===== src/rtl/boa_pwr_seq_if.sv =====
// pmu_bus: reset/shutdown request pulses from the PMU peripheral to the power sequencer.
interface pmu_bus;
   logic rst;
   logic shdn;

   modport master (output rst, output shdn);
   modport slave  (input rst, input shdn);
   modport PMU    (input rst, input shdn);
endinterface


===== src/rtl/boa_pwr_seq.sv =====
// boa_pwr_seq: stretched system reset and timed shutdown sequencer, cleared only by board rst.
// Optional wake button path enabled with `define BOA_PWR_SEQ_WAKE_EN.
//
//   state | meaning
//   ------+-------------------------------------------------------------
//   RUN   | system running, sys_rst low, waiting for pmb requests
//   HOLD  | sys_rst held for rst_cycles, then RUN
//   SHDN  | sys_rst held for shdn_cycles, then regulator dropped
//   OFF   | regulator off; exit via board rst (or debounced wake_btn)
module boa_pwr_seq #(
   parameter int rst_cycles  = 16,
   parameter int shdn_cycles = 1024,
   parameter int deb_cycles  = 65536
) (
   input  logic       clk,
   input  logic       rst,
   pmu_bus.PMU        pmb,
   output logic       sys_rst,
   output logic       pwr_en,
   output logic [1:0] state
`ifdef BOA_PWR_SEQ_WAKE_EN
   ,
   input  logic       wake_btn
`endif
);

   typedef enum logic [1:0] {
      RUN  = 2'd0,
      HOLD = 2'd1,
      SHDN = 2'd2,
      OFF  = 2'd3
   } st_t;

   localparam int MAX_RS = (rst_cycles > shdn_cycles) ? rst_cycles : shdn_cycles;
   localparam int MAXC   = (MAX_RS > deb_cycles) ? MAX_RS : deb_cycles;
   localparam int CW     = $clog2(MAXC + 1);

   localparam logic [CW-1:0] RST_TC  = CW'(rst_cycles - 1);
   localparam logic [CW-1:0] SHDN_TC = CW'(shdn_cycles - 1);

   st_t          st;
   logic [CW-1:0] cnt;

   assign state = st;

`ifdef BOA_PWR_SEQ_WAKE_EN
   localparam logic [CW-1:0] DEB_TC = CW'(deb_cycles - 1);

   logic wake_s1;
   logic wake_s2;

   always_ff @(posedge clk) begin
      if (rst) begin
         wake_s1 <= 1'b0;
         wake_s2 <= 1'b0;
      end else begin
         wake_s1 <= wake_btn;
         wake_s2 <= wake_s1;
      end
   end
`endif

   always_ff @(posedge clk) begin
      if (rst) begin
         st      <= HOLD;
         cnt     <= '0;
         sys_rst <= 1'b1;
         pwr_en  <= 1'b1;
      end else begin
         unique case (st)
            RUN: begin
               // shdn takes priority over a simultaneous rst request
               if (pmb.shdn) begin
                  st      <= SHDN;
                  cnt     <= '0;
                  sys_rst <= 1'b1;
               end else if (pmb.rst) begin
                  st      <= HOLD;
                  cnt     <= '0;
                  sys_rst <= 1'b1;
               end
            end
            HOLD: begin
               if (pmb.shdn) begin
                  st  <= SHDN;
                  cnt <= '0;
               end else if (pmb.rst) begin
                  cnt <= '0;
               end else if (cnt == RST_TC) begin
                  st      <= RUN;
                  cnt     <= '0;
                  sys_rst <= 1'b0;
               end else begin
                  cnt <= cnt + 1'b1;
               end
            end
            SHDN: begin
               // requests are ignored here: a shutdown cannot be cancelled
               if (cnt == SHDN_TC) begin
                  st     <= OFF;
                  cnt    <= '0;
                  pwr_en <= 1'b0;
               end else begin
                  cnt <= cnt + 1'b1;
               end
            end
            OFF: begin
`ifdef BOA_PWR_SEQ_WAKE_EN
               if (!wake_s2) begin
                  cnt <= '0;
               end else if (cnt == DEB_TC) begin
                  st      <= HOLD;
                  cnt     <= '0;
                  sys_rst <= 1'b1;
                  pwr_en  <= 1'b1;
               end else begin
                  cnt <= cnt + 1'b1;
               end
`else
               cnt <= '0;
`endif
            end
            default: begin
               st  <= HOLD;
               cnt <= '0;
            end
         endcase
      end
   end

endmodule


===== src/flat_wrapper.sv =====
// flat-port wrapper written by rule: the top's interface ports become plain ports
module boa_pwr_seq_flat 
#(
   parameter int rst_cycles  = 16,
   parameter int shdn_cycles = 1024,
   parameter int deb_cycles  = 65536
)
  (clk, rst, sys_rst, pwr_en, state, pmb_rst, pmb_shdn);
  pmu_bus pmb_i ();
  input  logic clk;
  input  logic rst;
  output logic sys_rst;
  output logic pwr_en;
  output logic [1:0] state;
  input wire logic [$bits(pmb_i.rst)-1:0] pmb_rst;
  input wire logic [$bits(pmb_i.shdn)-1:0] pmb_shdn;
  assign pmb_i.rst = pmb_rst;
  assign pmb_i.shdn = pmb_shdn;
  boa_pwr_seq #(.rst_cycles(rst_cycles), .shdn_cycles(shdn_cycles), .deb_cycles(deb_cycles)) u_core (.clk(clk), .rst(rst), .pmb(pmb_i), .sys_rst(sys_rst), .pwr_en(pwr_en), .state(state));
endmodule

===== config.mk =====
export PLATFORM = sky130hd
export DESIGN_NAME = boa_pwr_seq_flat
export DESIGN_NICKNAME = d
export VERILOG_FILES = /design/src/rtl/boa_pwr_seq_if.sv /design/src/rtl/boa_pwr_seq.sv /design/src/flat_wrapper.sv
export SDC_FILE = /design/constraint.sdc
export NUM_CORES = 1
export LEC_CHECK = 0
export CAP_MARGIN = 20
export CORE_UTILIZATION = 54
export DETAILED_ROUTE_END_ITERATION = 8
export PLACE_DENSITY_LB_ADDON = 0.15
export SLEW_MARGIN = 20
export SYNTH_ARGS = -nofsm -noshare
export SYNTH_HDL_FRONTEND = slang
export SYNTH_SLANG_ARGS = --single-unit

===== constraint.sdc =====
create_clock -name clk -period 2.28 [get_ports clk]
set_input_delay 0.456 -clock clk [delete_from_list [all_inputs] [get_ports clk]]
set_output_delay 0.456 -clock clk [all_outputs]
set_load 0.01 [all_outputs]

==> results of run 1 <==
[cells in the final DEF (no fill, tap or decap), drive strengths merged, types with 2 or more instances in the layout]
cell	n
clkdlybuf4s50	7
inv	6
nor3	4
nand4	3
nor2	23
xor2	11
dfxtp	21
nand2	9
xnor2	5
nand3	9
nand2b	2
and4	2
clkbuf	3
a211oi	3
a21oi	4
ha	4
buf	4
[state kept, by name, summed over array words and instances, names as in the netlist]
signal	flops
u_core.cnt	17
u_core.pwr_en	1
u_core.state	2
u_core.sys_rst	1
[worst max-delay path, stage by stage, from the launching register on]
cell and delay, ns:
dfxtp_1 0.40, ha_1 0.21, nand3_1 0.11, nor4_1 0.45
nand3_2 0.20, a211oi_4 0.31, buf_12 0.18, nor2_1 0.05
[cell usage after synthesis (2+ instances only)]
cell type	instances	area share
nor2_1	23	0.080
dfxtp_1	21	0.39
xor2_1	11	0.089
nand2_1	9	0.031
nand3_1	8	0.037
inv_1	6	0.021
xnor2_1	5	0.041
a21oi_1	4	0.019
ha_1	4	0.046
nor3_1	4	0.019
nand4_1	3	0.017
and4_1	2	0.016
nand2b_1	2	0.012
[through the flow]
stage	power (W)	hold WS [ns]	setup slack [ns]	utilization
detailed placement	0.000744	0.469	0.0395	0.660
CTS	0.000924	0.492	0.0616	0.676
global placement	0.000737	0.454	0.128	0.660
global route	0.000992	0.507	0.139	0.687
finish	0.000942	0.489	0.282	0.687
floorplan	0.000664	0.449	0.237	-
[cell families (layout without fill, tap and decap cells)]
family                   Yosys count  count (layout)  share of synthesized area
AO/OA/AOI/OAI                     14              14                      0.115
XOR/XNOR                          16              16                      0.130
adder cells (fa/ha/maj)            4               4                     0.0463
buffers and inverters              8              21                     0.0347
flip-flops                        21              21                      0.389
multiplexers                       1               1                    0.00926
AND/OR/NAND/NOR                   60              60                      0.277
[area by class of cell]
class,instances,area share
tap,25,0.0253
sequential,21,0.340
inverter,6,0.0182
clock inverter,1,0.00404
multi-input combinational,95,0.504
clock buffer,3,0.0182
timing repair buffer,11,0.0910
[how the worst max path moves through the flow]
stage | from | endpoint | depth (start not counted)
3_3_place_gp | pmb_shdn | u_core.cnt[11] | 8
3_5_place_dp | pmb_shdn | u_core.cnt[5] | 5
5_1_grt | u_core.cnt[0] | u_core.sys_rst | 6
4_1_cts | u_core.cnt[0] | u_core.cnt[10] | 6
6_report | u_core.cnt[0] | u_core.cnt[10] | 7
2_1_floorplan | u_core.state[0] | u_core.state[0] | 7
[layer usage]
layer / GRT usage / wire length [um] / vias up
li1: - / - / 453
met1: 0.281 / 974 / 432
met2: 0.336 / 919 / 12
met3: 0.0385 / 80 / 2
met4: 0.0971 / 15 / 0
met5: 0 / 0 / -
[where the power goes]
group	leakage [nW]	total [W]	switching (W)	internal (W)
clock network	0.0177	0.000180	0.000115	0.0000653
registers	0.170	0.000408	0.0000181	0.000390
logic	0.264	0.000354	0.000184	0.000170
==> reports/metrics.yaml, run 1 <==
run_status: "completed"
root_buffer: "clkbuf_4"
ys_types: 35
overflow: 0
syn_to_final_growth_pct: 14.5
cts_resized: 0
ctsHoldBuffers: 0
drc_errors: 0
dr.first_iter.drc_count: 7
final_nets: 146
drive_gt1_frac: 0.117
finalCritPeriodShare: 0.876
rrSetupSlack_ns: 0.28
clock_skew_ns: 0.00807
cts_sinks: 21
max_slew_margin: 0.621
fill_cells: 171
reg2reg_to: "u_core.cnt[10]"
synthCells: 124
grt.total_usage: 0.212
num_rows: 15
synth_nets: 132
synth_flop_cell: "dfxtp_1"
yosysSeqAreaShare: 0.389
crit_path_start_kind: "register"
cts_made_buffers: 3
end_kind: "register"
die-area_um2: 2180
layout_min_cycle_time_ns: 2.00
finalHoldViolCount: 0
hold_end: "u_core.cnt[1]"
critPathArrivalTime_ns: 2.20
finalMaxSlewViolations: 0
hpwlAfterDp_mm: 1.46
postCtsSetupBuffers: 0
crit_path_max_fanout: 17
async_flop_share: 0
timing.rr.start: "u_core.cnt[0]"
multi_input_area_um2: 623
p_leak_nw: 0.452
cp.required_ns: 2.48
clk_latency_ns: 0.30
reg2reg_depth: 7
vias_per_cell: 5.55
stdcell_count: 162
holdPathStages: 2
hold_class: "reg -> reg"
start_util: 0.600
grt_setup_unrepaired: "false"
die_y_um: 46.7
cap_violations: 0
fp.dieW_um: 46.7
ant_nets: 0
wirelength_mm: 1.99
ys_warn_count: 0
synth_edf_count: 0
clock.fmax_mhz: 501
io_buffers: 7
gp_congestion: 0.842
clk_path_buf_depth: 2
syn_area_per_cell_um2: 8.72
dpl_cell_area_um2: 1190
io-pin-count: 8
grt_pass1_vias: 796
antenna_found_initial: 0
tns_ns: 0
h-tree-depth: 1
final_area_um2: 1240
seq_area_um2: 420
via_count: 899
dr.pass1.iters: 4
grt_max_degree: 18
tightestPinTransition_ns: 0.563
grt_pass1_wl_mm: 3.33
hp-start: "u_core.cnt[1]"
core-area_um2: 1800
ir_worst_vdd_mv: 0.699
antenna_cells: 0
tritoncts: "yes"
power_density_nw_per_um2: 761
wl_per_cell_um: 12.3
syn_area_um2: 1080
ys_ff_latch: 21
dp.cells: 157
finalSetupViolCount: 0
critical_path_class: "reg -> reg"
clk_pin_slew_worst_paths_ns: 0.12
(Power assumes the default switching activity.)
==> run 2, diff against run 1 <==
--- a/config.mk
+++ b/config.mk
@@ -8,6 +8,7 @@
 export CAP_MARGIN = 20
 export CORE_UTILIZATION = 54
 export DETAILED_ROUTE_END_ITERATION = 8
+export HOLD_SLACK_MARGIN = 0.02
 export PLACE_DENSITY_LB_ADDON = 0.15
 export SLEW_MARGIN = 20
 export SYNTH_ARGS = -nofsm -noshare
==> results of run 2 <==
Final layout, timing and power as in run 1 (identical DEF).
==> run 3, diff against run 2 <==
--- a/config.mk
+++ b/config.mk
@@ -8,8 +8,10 @@
 export CAP_MARGIN = 20
 export CORE_UTILIZATION = 54
 export DETAILED_ROUTE_END_ITERATION = 8
+export GPL_TIMING_DRIVEN = 1
 export HOLD_SLACK_MARGIN = 0.02
 export PLACE_DENSITY_LB_ADDON = 0.15
+export REMOVE_ABC_BUFFERS = 1
 export SLEW_MARGIN = 20
 export SYNTH_ARGS = -nofsm -noshare
 export SYNTH_HDL_FRONTEND = slang
==> reports/metrics.yaml, run 3 (synthesized netlist as in run 1, its figures left out) <==
clock_skew_ns: 0.0128
crit_path_max_fanout: 7
num_rows: 15
critical_path_class: "in -> reg"
vias_per_cell: 5.44
dr.first_iter.drc_count: 14
routed.top_layer: "met4"
syn_to_final_growth_pct: 14.7
final_nets: 146
cpMostUsedCell: "buf_4"
clock.fmax_mhz: 519
root_buffer: "clkbuf_4"
finalCritPeriodShare: 0.845
clk_pin_slew_worst_paths_ns: 0.12
gp_congestion: 0.786
h-tree-depth: 1
hold_class: "reg -> reg"
power_density_nw_per_um2: 762
die_y_um: 46.7
tns_ns: 0
end_kind: "register"
grt_pass1_vias: 798
crit_chain: "clkdlybuf4s50_1 -> nor3b_1 -> buf_4 -> nor3_1 -> buf_4 -> nand2_1 -> xor2_1 -> nor2_1"
largest_reg_flops: 17
io_buffers: 7
die-area_um2: 2180
antenna_found_initial: 0
final_common_cell: "nor2_1"
fp.dieW_um: 46.7
dr.pass1.iters: 4
max_slew_margin: 0.706
via_count: 881
cp_slowest_cell: "clkdlybuf4s50_1"
grt_max_degree: 18
finalMaxSlewViolations: 0
cap_violations: 0
registers.top_by_ff_count: "u_core.cnt"
finalHoldViolCount: 0
overflow: 0
drc_errors: 0
cp.required_ns: 2.49
core-area_um2: 1800
p_leak_nw: 0.448
tritoncts: "yes"
critPathArrivalTime_ns: 2.14
cts_sinks: 21
wirelength_mm: 2.03
antenna_cells: 0
clk_latency_ns: 0.31
cpPeakStageDelay_ns: 0.51
layout_min_cycle_time_ns: 1.93
clk_path_buf_depth: 2
run_status: "completed"
wl_per_cell_um: 12.5
wl_met2_um: 999
finalSetupViolCount: 0
ant_nets: 0
dr_wl_met3_um: 40
hpwlAfterDp_mm: 1.53
tightestPinTransition_ns: 0.440
cts_made_buffers: 3
crit_path_start_kind: "input pin"
final_cell_mix: "nor2_1, dfxtp_1, xor2_1"
grt_setup_unrepaired: "false"
drive_gt1_frac: 0.117
fill_cells: 168
io-pin-count: 8
power_w: 0.000945
wl_met1_um: 972
grt.total_usage: 0.225
start_util: 0.600
grt_pass1_wl_mm: 3.44
ir_worst_vdd_mv: 0.699
-- run 3: cell count changes in the layout (fill, tap and decap cells not counted), sizes merged --
cell,delta
clkinv,-1
clkinvlp,+1
-- run 3: layout make-up --
cell class	instances	area, um^2	area share
flip-flops and latches	21	420	0.339
clock inverters	1	7.51	0.00605
well taps	25	31.3	0.0252
clock buffers	3	22.5	0.0182
repair buffers	11	113	0.0908
multi-input cells	95	623	0.503
inverters	6	22.5	0.0182
-- run 3: worst paths after layout --
| check | cells past startpoint | slack [ns] | to | startpoint |
|---|---|---|---|---|
| setup / recovery | 8 | 0.35 | u_core.cnt[7] | pmb_shdn |
| hold / removal | 2 | 0.51 | u_core.cnt[1] | u_core.cnt[1] |
| setup reg to reg | 9 | 0.39 | u_core.cnt[7] | u_core.state[0] |
| hold reg to reg | 2 | 0.51 | u_core.cnt[1] | u_core.cnt[1] |
-- run 3: layer usage --
| metal | vias up | global-route usage |
|---|---|---|
| met5 | - | 0 |
| met1 | 412 | 0.282 |
| met2 | 9 | 0.361 |
| met3 | 2 | 0.0692 |
| li1 | 458 | - |
| met4 | 0 | 0.0914 |
-- run 3: power by group --
group	total [W]	switching (W)	internal [W]
clock	0.000179	0.000112	0.0000669
sequential	0.000409	0.0000197	0.000390
combinational	0.000356	0.000187	0.000170
total	0.000945	0.000319	0.000626
-- run 3: timing repair --
action                     in CTS  in global routing
setup buffers                   0                  1
gates resized for setup         0                  0
hold buffers                    0                  0
setup endpoints to repair       0                 17
-- run 3: critical path: cells and delay by family --
family	cells	cell delay, ns
xor+xnor	1	0.17
buf+inv	3	0.87
simple gates	4	0.64
-- run 3: stage by stage --
step	hold WS, ns	setup WS [ns]	instance area [um^2]	util	std cells
floorplan	0.449	0.237	1070	-	122
global placement	0.440	0.0936	1190	0.660	157
detailed placement	0.489	0.0345	1190	0.660	157
CTS	0.502	0.123	1220	0.677	161
global route	0.527	0.238	1240	0.688	162
finish	0.507	0.354	1240	0.688	162
